===== config.mk =====
export PLATFORM = sky130hd
export DESIGN_NAME = brg_xcel_load_tracker
export DESIGN_NICKNAME = d
export VERILOG_FILES = /design/src/rtl/brg_xcel_load_tracker.sv
export SDC_FILE = /design/constraint.sdc
export NUM_CORES = 1
export LEC_CHECK = 0
export ABC_AREA = 1
export CAP_MARGIN = 20
export CORE_MARGIN = 1
export CORE_UTILIZATION = 45
export CTS_CLUSTER_SIZE = 24
export DETAILED_ROUTE_END_ITERATION = 12
export PLACE_DENSITY = 0.89
export SKIP_LAST_GASP = 1
export SLEW_MARGIN = 10
export SYNTH_ARGS = -nofsm -noshare
export SYNTH_HDL_FRONTEND = slang
export SYNTH_SLANG_ARGS = --single-unit

===== constraint.sdc =====
create_clock -name clk_i -period 5.2 [get_ports clk_i]
set_input_delay 1.04 -clock clk_i [delete_from_list [all_inputs] [get_ports clk_i]]
set_output_delay 1.04 -clock clk_i [all_outputs]
set_load 0.02 [all_outputs]

===== src/rtl/brg_xcel_load_tracker.sv =====
// Load tracker between an accelerator memory port and a manycore endpoint:
// allocates load IDs from a free pool, remembers opaque tags, and returns responses.
module brg_xcel_load_tracker #(
   parameter int data_width_p    = 32,
   parameter int addr_width_p    = 32,
   parameter int load_id_width_p = 11,
   parameter int opq_width_p     = 8,
   parameter int els_p           = 8
) (
   input  logic                         clk_i,
   input  logic                         reset_i,

   input  logic                         xcel_req_val_i,
   output logic                         xcel_req_rdy_o,
   input  logic                         xcel_req_type_i,
   input  logic [addr_width_p-1:0]      xcel_req_addr_i,
   input  logic [data_width_p-1:0]      xcel_req_data_i,
   input  logic [data_width_p/8-1:0]    xcel_req_mask_i,
   input  logic [opq_width_p-1:0]       xcel_req_opq_i,

   output logic                         out_v_o,
   input  logic                         out_ready_i,
   output logic                         out_type_o,
   output logic [addr_width_p-1:0]      out_addr_o,
   output logic [data_width_p-1:0]      out_data_o,
   output logic [data_width_p/8-1:0]    out_mask_o,
   output logic [load_id_width_p-1:0]   out_load_id_o,

   input  logic                         returned_v_i,
   input  logic [load_id_width_p-1:0]   returned_load_id_i,
   input  logic [data_width_p-1:0]      returned_data_i,

   output logic                         xcel_resp_val_o,
   output logic [opq_width_p-1:0]       xcel_resp_opq_o,
   output logic [data_width_p-1:0]      xcel_resp_data_o,

   output logic [$clog2(els_p+1)-1:0]   outstanding_o,
   output logic                         err_o
);

   localparam int idx_w_lp = (els_p > 1) ? $clog2(els_p) : 1;
   localparam int cnt_w_lp = $clog2(els_p + 1);
   localparam logic [load_id_width_p:0] els_lp = (load_id_width_p + 1)'(els_p);

   logic [els_p-1:0]        inuse_q, inuse_d;
   logic [opq_width_p-1:0]  opq_q [els_p];
   logic                    resp_val_q, resp_val_d;
   logic [opq_width_p-1:0]  resp_opq_q, resp_opq_d;
   logic [data_width_p-1:0] resp_data_q, resp_data_d;
   logic [cnt_w_lp-1:0]     outstanding_q, outstanding_d;
   logic                    err_q, err_d;

   logic [idx_w_lp-1:0]     alloc_idx;
   logic                    alloc_found;
   logic                    full;
   logic                    req_ok;
   logic                    load_fire;
   logic [idx_w_lp-1:0]     ret_idx;
   logic                    ret_in_range;
   logic                    ret_hit;

   // Lowest free entry, from registered state only.
   always_comb begin
      alloc_idx   = '0;
      alloc_found = 1'b0;
      for (int unsigned i = 0; i < els_p; i++) begin
         if (!inuse_q[i] && !alloc_found) begin
            alloc_idx   = idx_w_lp'(i);
            alloc_found = 1'b1;
         end
      end
   end

   // Reset masks the full condition so outputs are defined while the state is being cleared.
   assign full      = (&inuse_q) & ~reset_i;
   assign req_ok    = xcel_req_type_i | ~full;
   assign load_fire = xcel_req_val_i & xcel_req_rdy_o & ~xcel_req_type_i;

   assign out_v_o        = xcel_req_val_i & req_ok;
   assign xcel_req_rdy_o = out_ready_i & req_ok;
   assign out_type_o     = xcel_req_type_i;
   assign out_addr_o     = xcel_req_addr_i;
   assign out_data_o     = xcel_req_data_i;
   assign out_mask_o     = xcel_req_mask_i;
   assign out_load_id_o  = xcel_req_type_i ? '0 : load_id_width_p'(alloc_idx);

   assign ret_idx      = returned_load_id_i[idx_w_lp-1:0];
   assign ret_in_range = {1'b0, returned_load_id_i} < els_lp;
   assign ret_hit      = returned_v_i & ret_in_range & inuse_q[ret_idx];

   always_comb begin
      inuse_d = inuse_q;
      if (ret_hit)   inuse_d[ret_idx]   = 1'b0;
      if (load_fire) inuse_d[alloc_idx] = 1'b1;

      outstanding_d = outstanding_q;
      case ({load_fire, ret_hit})
         2'b10:   outstanding_d = outstanding_q + cnt_w_lp'(1);
         2'b01:   outstanding_d = outstanding_q - cnt_w_lp'(1);
         default: outstanding_d = outstanding_q;
      endcase

      err_d       = err_q | (returned_v_i & ~ret_hit);
      resp_val_d  = ret_hit;
      resp_opq_d  = ret_hit ? opq_q[ret_idx] : resp_opq_q;
      resp_data_d = ret_hit ? returned_data_i : resp_data_q;
   end

   always_ff @(posedge clk_i) begin
      if (reset_i) begin
         inuse_q       <= '0;
         outstanding_q <= '0;
         err_q         <= 1'b0;
         resp_val_q    <= 1'b0;
         resp_opq_q    <= '0;
         resp_data_q   <= '0;
      end else begin
         inuse_q       <= inuse_d;
         outstanding_q <= outstanding_d;
         err_q         <= err_d;
         resp_val_q    <= resp_val_d;
         resp_opq_q    <= resp_opq_d;
         resp_data_q   <= resp_data_d;
      end
   end

   // Tag table is only read for in-use entries, so it carries no reset.
   always_ff @(posedge clk_i) begin
      if (load_fire) opq_q[alloc_idx] <= xcel_req_opq_i;
   end

   assign xcel_resp_val_o  = resp_val_q;
   assign xcel_resp_opq_o  = resp_opq_q;
   assign xcel_resp_data_o = resp_data_q;
   assign outstanding_o    = outstanding_q;
   assign err_o            = err_q;

endmodule

======== Word-level counts from Yosys, hierarchy flattened ========
Memories as Yosys holds them, arrays and structs flattened. A register that Yosys moved wholly into a read port is not among the register bits.
Index checks and enable logic that the tools add are counted.
W data, S select, Z words.
storage, ports and cells
  bits in registers ....................... 46
  RAM bits ................................ 64
  input bits .............................. 125
  output and inout port bits .............. 128
  logic and storage cells ................. 82
  memories ................................ 1
cells by class
  add/sub/neg operators ................... 2
  order comparisons ....................... 5
  equal/unequal tests ..................... 2
  muxes and demuxes ....................... 26
  bitwise operators ....................... 17
  reductions and logical operators ........ 24
memories
  memory  depth  bits a word  read ports  clocked after memory_dff  write ports  line  RTL
  opq_q   8      8            1           1                         1            46    logic [opq_width_p-1:0] opq_q [els_p];
operators with widths
  kind                   count
  $mux W3                7
  $mux W8                2
  $logic_not A1 Y1       13
  $mux W1                13
  $lt A11 B4 Y1 const B  1
  $logic_and A1 B1 Y1    9
  $and A1 B1 Y1          8
  $and A8 B8 Y8          1
  $lt A3 B4 Y1 const B   2
  $not A8 Y8             1
  $or A8 B8 Y8           1
  $pmux W4 S2            1
  $reduce_and A8 Y1      1
  $demux W1 S3           2
  $ge A3 B1 Y1 const B   2
  $add A4 B1 Y4 const B  1
  $not A1 Y1             4
  $sub A4 B1 Y4 const B  1
  $bmux W1 S3            1
  $eq A2 B1 Y1 const B   1
  $eq A2 B2 Y1 const B   1
  $or A1 B1 Y1           2
  $reduce_bool A2 Y1     1

======== Longest topological paths before layout ========
Gate-level depths: netlist of the first run.
  word-level depth ........................ 27
  depth in mapped cells ................... 20
  gate-level depth less buffers ........... 18

======== Worst setup path before layout of the first run ========
Ideal clock, no wire load.
  kind .................................... in2reg
  start point ............................. in returned_load_id_i[0]
  end point ............................... reg outstanding_q[2], in the netlist outstanding_o[2]
  setup time .............................. 0.115 ns
  arrival time ............................ 3.008 ns
  data required time ...................... 5.085 ns
  slack ................................... 2.077 ns
  stages on the path ...................... 17
  path buffers ............................ 2
  cells stage by stage .................... buf_6 inv_2 nand3_1 o21ai_2 nor2_1 nand3_2 buf_2 inv_1 ha_1 nand2_1 inv_1 nor2_1 ha_1 a21oi_1 xnor2_1 o21ai_0 inv_1
on the way
  cells in the longest elaborated chain, start to end .. 5
  elaborated cells on any way between the ends .. 9
  those cells by class .................... order compare: 1; eq/ne: 2; mux: 3; bitwise: 2; reduce/logical: 1
ends and longest elaborated chain
  item                                                      line    RTL
  from (decl)                                               30      input logic [load_id_width_p-1:0] returned_load_id_i,
  $lt A11 B4 Y1 / $bmux W1 S3 (equally long branches)       88, 89
  $and A1 B1 Y1 / $mux W1 (equally long branches)           89      assign ret_hit = returned_v_i & ret_in_range & inuse_q[ret_idx];
  $and A1 B1 Y1 (*)                                         89
  net resp_val_d                                            47      logic resp_val_q, resp_val_d;
  $eq A2 B1 Y1 / $eq A2 B2 Y1 (equally long branches)       97      case ({load_fire, ret_hit})
  $pmux W4 S2 / $reduce_bool A2 Y1 (equally long branches)  n/a
  to (signal assigned)                                      119     outstanding_q <= outstanding_d;
  to (decl)                                                 50      logic [cnt_w_lp-1:0] outstanding_q, outstanding_d;
The timed path passes the listed nets; every way through them passes the cells marked *. The select of a mux whose other input is x is not followed.
A chain may end at the register's enable or synchronous reset.

======== Worst setup path in the final report of the first run ========
  start point ............................. in reset_i
  end point ............................... out out_v_o
on the way
  cells in the longest elaborated chain, start to end .. 5
ends and longest elaborated chain
  item           line  RTL
  from (decl)    11    input logic reset_i,
  $not A1 Y1     75    assign full = (&inuse_q) & ~reset_i;
  $and A1 B1 Y1  75
  $not A1 Y1     76    assign req_ok = xcel_req_type_i | ~full;
  $or A1 B1 Y1   76
  $and A1 B1 Y1  79    assign out_v_o = xcel_req_val_i & req_ok;
  to (decl)      21    output logic out_v_o,
Every way passes these cells.

==> impl.org, run 1 <==
** Outcome
- The run finished with clean final reports.

** Die
- around 250 I/O pins were placed.
- The die is 114 um wide.
- Starting density of the core :: a little under half
- The floorplan step defined a core boundary enclosing 12,100 um2.
- Row count :: 40
- Chip height :: 114 um
- Die footprint :: about 13,000 um2

** Finish
- The area growth from synthesis to layout is 21.5%.
- Cells fill a little under three fifths of the core in the end.
- Most frequent cells in the layout :: sky130_fd_sc_hd__nand2_1, sky130_fd_sc_hd__clkdlybuf4s50_1, sky130_fd_sc_hd__nor2_1, sky130_fd_sc_hd__inv_1, sky130_fd_sc_hd__edfxtp_1
- Combined flip-flop and latch cell area :: 3000 um2
- Fraction of layout cells with a size suffix above 1 :: 6.92%
- The number of antenna diodes in the final layout is 0.
- Multi-input gate area in the final layout :: between 1500 and 2000 um2
- The library cell used most frequently in the layout, excluding fill and tap cells, is sky130_fd_sc_hd__nand2_1.
- The filler cells instantiated in the layout total 1,052.
- Final layout net count :: 838

** Global routing
- Total grt overflow :: 0
- The via count of the first global-routing pass came to just over 4,000.
- For this run, the total global-route usage over all layers was measured as 22.4%.
- Global-route wire length before repair :: 21.7 mm
- Entering global routing, the biggest net connects 50 pins.
- The number of antenna violations at the first check in global routing came to 0.

** Yosys
- Warnings, synthesis :: 0
- After synthesis the netlist holds a flip-flop and latch count of 118.
- The synthesized netlist contains 32 unique library cells.
- Cell area after synthesis :: 5650 um2
- In the synthesized netlist, the number of instances is approximately 670.
- Post-synthesis sequential area ratio :: 53.2%
- Post-Synthesis Mean Instance Area :: 8.48 um2

** Clocking
- TritonCTS created 17 clock buffers.
- CTS tree :: done
- Clock latency on the worst-skew pair, taken at its later pin, is 0.41 ns.
- Number of buffers added to fix hold violations after cts :: 0
- Post-cts sizing count :: 0
- Setup fix buffers added after clock tree synthesis :: 0
- H-tree depth reported by CTS :: 4
- Deepest clock path buffer count :: 2
- After clock tree synthesis, the clock-pin slew on the worst setup and hold paths is 0.06 ns.
- Sink Count :: around 120
- CTS placed an instance of sky130_fd_sc_hd__clkbuf_16 at the clock tree root.

** Placement
- HPWL after detailed placement :: 10.4 mm
- The count of buffers added on input and output ports is 108.
- At the placement stage, the worst setup path has a slack of about 1.4 ns.
- GPL Wtd Cong :: just over 0.9

** Drt
- DRT antenna net count :: 0
- Dividing the detail-routed wire length by the instance count gives 16.4 um.
- Routed via count :: ~4,400
- Using the TritonRoute via totals, the vias-per-cell ratio works out to 4.91.
- For this block, the initial DRC count from the detailed router was 420.
- Count of TritonRoute iterations in the first routing pass :: 6
- For this run, design rule violations remaining after detail routing come to 0.
- Wires add up to ~15 mm.

** Setup path
- The worst setup path is captured at an output pin.
- The worst setup path is launched from an input port.
- Data on the critical path arrives at its endpoint at around 2.7 ns.
- The critical path in this run is classified as in2out.
- Along the worst path, the maximum fanout reaches 13.
- At the worst endpoint, the required time is 4.16 ns.

** STA
- Final critical-path required period :: 3.78 ns
- For the final routed database, the setup TNS stands at 0 ns.
- Max_slew headroom :: 37.9%
- Dividing the final minimum period by the clock period gives 72.7%.
- Worst Setup Slack, final :: 1.42 ns
- Worst slew pin tran :: 0.929 ns
- Final setup violation count :: 0
- The total count of max-transition violations in the final report came to 0.
- Setup repair after global routing left no endpoint under its margin.
- Timing would allow up to 264 MHz.
- The number of hold-slack violations in the final timing report came to 0.
- Worst Skew :: 0.0111 ns

** Job
- The tool flagged a number of max-cap violations equal to 0.

** Power and ir drop
- IR analysis of the VDD net gives a maximum drop of 0.000223 V.
- Static Leakage :: just under 3 nW
- For this design the ratio of total power to cell area is 322 nW/um2.

** Hold path
- Hold crit path type :: reg2reg
## per-stage QoR
step	power, mW	std cells	hold slack, ns	cell area (um2)
6_report	2.21	891	0.503	6860
4_1_cts	2.22	891	0.503	6860
2_1_floorplan	1.15	673	0.466	5670
3_3_place_gp	1.13	859	0.498	6300
3_5_place_dp	1.14	859	0.495	6300
5_1_grt	2.28	891	0.517	6860
## routing by layer
layer / up-vias / wire length, um / track usage (%)
met5: - / 0 / 0
met4: 0 / 457 / 10.9
met3: 42 / 1480 / 7.23
met2: 256 / 7380 / 38.5
met1: 1961 / 5320 / 25.1
li1: 2112 / - / -
## cells in the mapped netlist, drive strengths merged
master,count,share of area [%]
nand2,170,11
nor2,109,7.8
buf,89,12
inv,81,5.4
edfxtp,64,34
dfxtp,54,19
nand3,31,3.0
a21oi,15,1.3
nand4,14,1.6
o21ai,8,0.78
a22oi,7,0.93
nor3,7,0.62
clkbuf,3,0.20
ha,3,0.66
clkinv,2,0.13
a41oi,1,0.16
and3,1,0.11
conb,1,0.066
nor3b,1,0.13
nor4,1,0.11
o211ai,1,0.13
o2bb2ai,1,0.16
xnor2,1,0.16
xor2,1,0.16
## worst paths after layout
check | depth (start not counted) | end | slack, ns | from
worst max-delay path | 4 | out_v_o | 1.42 | reset_i
worst min-delay path | 2 | inuse_q[2] | 0.50 | inuse_q[2]
worst max register to register | 11 | outstanding_o[3] | 2.72 | inuse_q[0]
worst min register to register | 2 | inuse_q[2] | 0.50 | inuse_q[2]
## state kept, by name (all words and copies together) (netlist names)
register,cells
xcel_resp_val_o,1
err_o,1
outstanding_o,4
opq_q,64
xcel_resp_opq_o,8
xcel_resp_data_o,32
inuse_q,8
## worst max-delay path: stages
cell                              delay, ns
sky130_fd_sc_hd__clkdlybuf4s50_1       0.65
sky130_fd_sc_hd__nor4_1                0.41
sky130_fd_sc_hd__nor2_1                0.08
sky130_fd_sc_hd__clkdlybuf4s50_1       0.55
## where the power goes
part           internal, mW  total, mW  switching, mW  leakage (nW)
logic                0.0584      0.127         0.0691          1.62
registers             0.987      0.991        0.00408          1.01
clock network         0.630       1.09          0.461         0.267
total                  1.67       2.21          0.534          2.90
## cells by family (layout without fill, tap and decap cells)
| kind of cell | Yosys count | in the layout | share of synthesized area [%] |
|---|---|---|---|
| other | 1 | 8 | 0.0664 |
| DFF | 118 | 118 | 53.2 |
| xor gates and xnor gates | 2 | 2 | 0.310 |
| and+or+nand+nor | 334 | 334 | 24.8 |
| buffers and inverters | 175 | 225 | 17.5 |
| adders and majority gates | 3 | 3 | 0.665 |
| AOI/OAI and AO/OA | 33 | 33 | 3.48 |
## final cells by class
class / count / area share (%)
multi-input cells: 380 / 24.5
flip-flops and latches: 118 / 43.8
inverters: 83 / 4.54
clock inverters: 15 / 1.93
repair buffers: 110 / 16.0
clock buffers: 17 / 6.20
well taps: 168 / 3.06
(Power assumes the default switching activity.)
==> run 2, diff against run 1 <==
Settings changed: CORE_UTILIZATION 45 to 42, PLACE_DENSITY 0.89 to 0.84.
Clock period 5.2 ns to 3.5 ns, I/O delays scaled along.
==> run 2 against run 1 <==
  * Sequential power increased by 48%
  * Critical path depth is 3 higher
  * Non-clock buffer count is 3 higher
  * Highest routed layer unchanged
  * Hold slack got worse by 0.028 ns
  * Sequential cell count unchanged
  * Largest cell class unchanged
  * Register-to-register slack worse by 1.6 ns
  * First-iteration DRC count grew 7.6%
  * Die area grew 7.0%
  * Critical endpoint is now out_load_id_o[1]
  * Combinational power grew 49%
  * Clock power increased by 67%
  * Core utilization fell by 2.7 points
  * Clock skew decreased by 0.0036 ns
==> impl.org, run 2 (synthesis gave the netlist of run 1 again) <==
** Placement
- GPL Wtd Cong :: 0.883 (-2.6%)
- The number of port buffers is 108 (unchanged).
- The cell area after placement was 6330 um2 (+0.44%).
- The HPWL after detailed placement came to 11.3 mm (+9.5%).
- The number of cells after detailed placement is 866 (+0.81%).

** Setup path
- For this design, the slowest cell found on the critical path is sky130_fd_sc_hd__clkdlybuf4s50_1.
- The number of buffer and inverter instances along the worst setup path is 2 (unchanged).
- Worst endpoint required time :: 2.80 ns (-1.36 ns)
- CP Max Fanout :: 6 (-7)
- Crit path capture type :: output pin
- The most numerous cell type found on the critical path is sky130_fd_sc_hd__nand2_1.
- Reg2reg setup slack :: 1.14 ns (-1.58 ns)
- Type of origin of the critical path :: flip-flop
- In this run the critical register-to-register path is captured at outstanding_o[2].
- Cell count of the worst reg-to-reg path :: 13 (+2)
- Worst setup path category :: reg2out
- The critical path goes through nand2_1 -> nor2_1 -> nand4_1 -> nand2_1 -> inv_1 -> a21oi_1 -> clkdlybuf4s50_1.
- The arrival time at the worst endpoint was 2.42 ns (-0.32 ns).
- Reg-to-Reg Start :: inuse_q[0]
- Largest delay contributor family on the critical path :: simple AND/OR/NAND/NOR gates
- The largest incremental delay on the critical path was 0.63 ns (-0.02 ns).

** Die
- Core outline area :: 12,900 um2 (+6.3%)
- The die extent in y is 118 um (+3.4%).
- Die X :: 118 um (+3.4%)
- The effective utilization at floorplan is 43.8% (-2.8 points).
- Die footprint :: 13,900 um2 (+7.0%)
- The number of top-level pins is 253 (unchanged).
- The number of placement rows is 41 (+2.5%).

** Clocking
- The total setup buffers inserted after CTS is 0 (unchanged).
- Sink Count :: 118 (unchanged)
- Deepest clock path buffer count :: 2 (unchanged)
- Clock buffers created by TritonCTS :: 17 (unchanged)
- Root buf cell :: sky130_fd_sc_hd__clkbuf_16
- Post-cts sizing count :: 0 (unchanged)
- Clock Pin Slew Worst Setup and Hold Paths :: 0.06 ns (about the same)
- H-tree depth reported by CTS :: 4 (unchanged)
- Number of buffers added to fix hold violations after cts :: 0 (unchanged)
- Latest clock arrival within the worst-skew pair :: 0.42 ns (about the same)
- TritonCTS built the clock tree.

** STA
- The worst slew margin relative to its limit is 66.3% (+28 points).
- Setup repair after global routing missed its margin :: no
- Final Hold Vio Count :: 0 (unchanged)
- The total count of max-transition violations in the final report came to 0 (unchanged).
- Derived from the worst setup path, the maximum achievable clock frequency is 320 MHz.
- The worst clock skew on the final layout is 0.00745 ns (-0.00362 ns).
- The slew at the pin closest to its max-slew limit is 0.505 ns (-0.424 ns).
- The accumulated negative setup slack came to 0 ns (unchanged).
- Dividing the final minimum period by the clock period gives 89.3%.
- The number of failing setup endpoints in the final timing report was 0 (unchanged).
- Final critical-path required period :: 3.12 ns

** Hold path
- Hold worst-path end :: err_o
- The worst hold path begins at err_o.
- The tightest min-delay check is of the reg2reg type.
- Worst Hold Path Cells :: 2 (unchanged)

** Finish
- The flip-flop count of the largest register, all copies and words added was 64 (unchanged).
- From synthesis to final layout, the design area changed by 23.1%.
- The filler cell count in the final layout was 1,087 (+3.3%).
- The ratio of cells with drive above 1 in the final layout is 7.30% (+0.38 points).
- Final design instance area without fill :: 6950 um2 (+1.3%)
- Final layout net count :: 841 (+0.36%)
- The non-filler instance count after layout is 898 (+0.79%).
- Ranked by flip-flop count, first place goes to opq_q.
- Most common library cell in the layout ignoring fill and taps :: sky130_fd_sc_hd__nand2_1
- The number of antenna repair diodes came to 0 (unchanged).
- Most frequent cells in the layout :: sky130_fd_sc_hd__nand2_1, sky130_fd_sc_hd__clkdlybuf4s50_1, sky130_fd_sc_hd__nor2_1, sky130_fd_sc_hd__inv_1, sky130_fd_sc_hd__edfxtp_1

** Drt
- Met3 Wirelength :: 1.95 mm (+32%)
- Per-cell routed wire length :: 17.8 um (+8.2%)
- Routed wl met2 :: 7.81 mm (+5.9%)
- The vias per cell was 4.93 (+0.42%).
- Count of TritonRoute iterations in the first routing pass :: 5 (-1)
- Wire length on met1 :: 5.82 mm (+9.4%)
- The number of nets with antenna violations after routing is 0 (unchanged).
- Routed via count :: 4,424 (+1.2%)
- The count of routing violations after the opening detailed-route iteration is 452 (+7.6%).
- Highest metal used :: met4
- Total routed wirelength :: 15.9 mm (+9.0%)
- The DRC violations left came to 0 (unchanged).

** Outcome
- Run status :: complete, no violations

** Global routing
- Global-route wire length before repair :: 23.8 mm (+9.7%)
- Largest net degree at the start of global routing :: 44 (-12%)
- Antenna violations before repair :: 0 (unchanged)
- Total grt overflow :: 0 (unchanged)
- The via count of the first global-routing pass was 4,145 (+1.9%).
- Total global routing track utilization :: 23.0% (+0.59 points)

** Power and ir drop
- The power density normalized to cell area is 501 nW/um2 (+56%).
- The leakage power summed over all cells is 2.95 nW (+1.6%).
- Worst voltage drop across the vdd grid :: 0.000291 V (+30%)

** Job
- Count of max-cap constraint violations :: 0 (unchanged)
run 2: cell types whose count changed in the layout (fill, tap and decap cells not counted):
cell / before / now
sky130_fd_sc_hd__buf_4: 2 / 5
sky130_fd_sc_hd__bufinv_16: 0 / 3
sky130_fd_sc_hd__clkbuf_1: 0 / 1
sky130_fd_sc_hd__clkinv_1: 3 / 2
sky130_fd_sc_hd__clkinv_4: 0 / 3
sky130_fd_sc_hd__clkinvlp_4: 3 / 1
sky130_fd_sc_hd__inv_6: 7 / 5
sky130_fd_sc_hd__inv_8: 4 / 2
run 2: how the worst max path moves through the flow:
stage,start,to,slack (ns),cells past startpoint
6_report,inuse_q[0],out_load_id_o[1],0.38,7
5_1_grt,inuse_q[0],out_load_id_o[1],0.21,7
4_1_cts,inuse_q[0],out_load_id_o[1],0.37,7
3_5_place_dp,returned_load_id_i[0],outstanding_o[3],0.16,17
3_3_place_gp,returned_load_id_i[0],outstanding_o[2],0.30,16
2_1_floorplan,returned_load_id_i[0],outstanding_o[2],0.72,17
run 2: final cells by class:
| cell class | instances | area (um2) | area share (%) |
|---|---|---|---|
| multi-input cells | 380 | 1680 | 24.2 |
| inverters | 83 | 312 | 4.48 |
| clock inverters | 14 | 190 | 2.74 |
| flip-flops and latches | 118 | 3000 | 43.2 |
| well taps | 172 | 215 | 3.10 |
| clock buffers | 18 | 429 | 6.17 |
| repair buffers | 113 | 1120 | 16.1 |
run 2: power breakdown:
group	switching (mW)	leakage, nW	internal [mW]	total [mW]
Clock	0.677	0.300	1.14	1.82
Combinational	0.102	1.64	0.0875	0.189
Sequential	0.00522	1.01	1.47	1.47
run 2: per-layer routing:
metal  global-route usage (%)  vias up
met3                     12.1       27
li1                         -     2117
met4                     9.29        0
met1                     24.2     2024
met2                     38.6      256
met5                        0        -
run 2: worst reg2reg max path: cells and delay by family (launching register included):
family | cells | cell delay (ns)
adders and majority gates | 2 | 0.42
DFF | 1 | 0.44
AOI/OAI and AO/OA | 2 | 0.30
xor gates and xnor gates | 1 | 0.08
buffers and inverters | 2 | 0.12
and+or+nand+nor | 6 | 0.88
run 2: per-stage QoR:
stage,power [mW],worst slack [ns],hold WS (ns),utilization [%]
global route,3.57,0.209,0.514,54.0
global placement,1.68,0.303,0.456,49.2
detailed placement,1.69,0.161,0.469,49.2
CTS,3.50,0.373,0.484,54.0
finish,3.48,0.376,0.475,54.0
floorplan,1.70,0.717,0.466,-
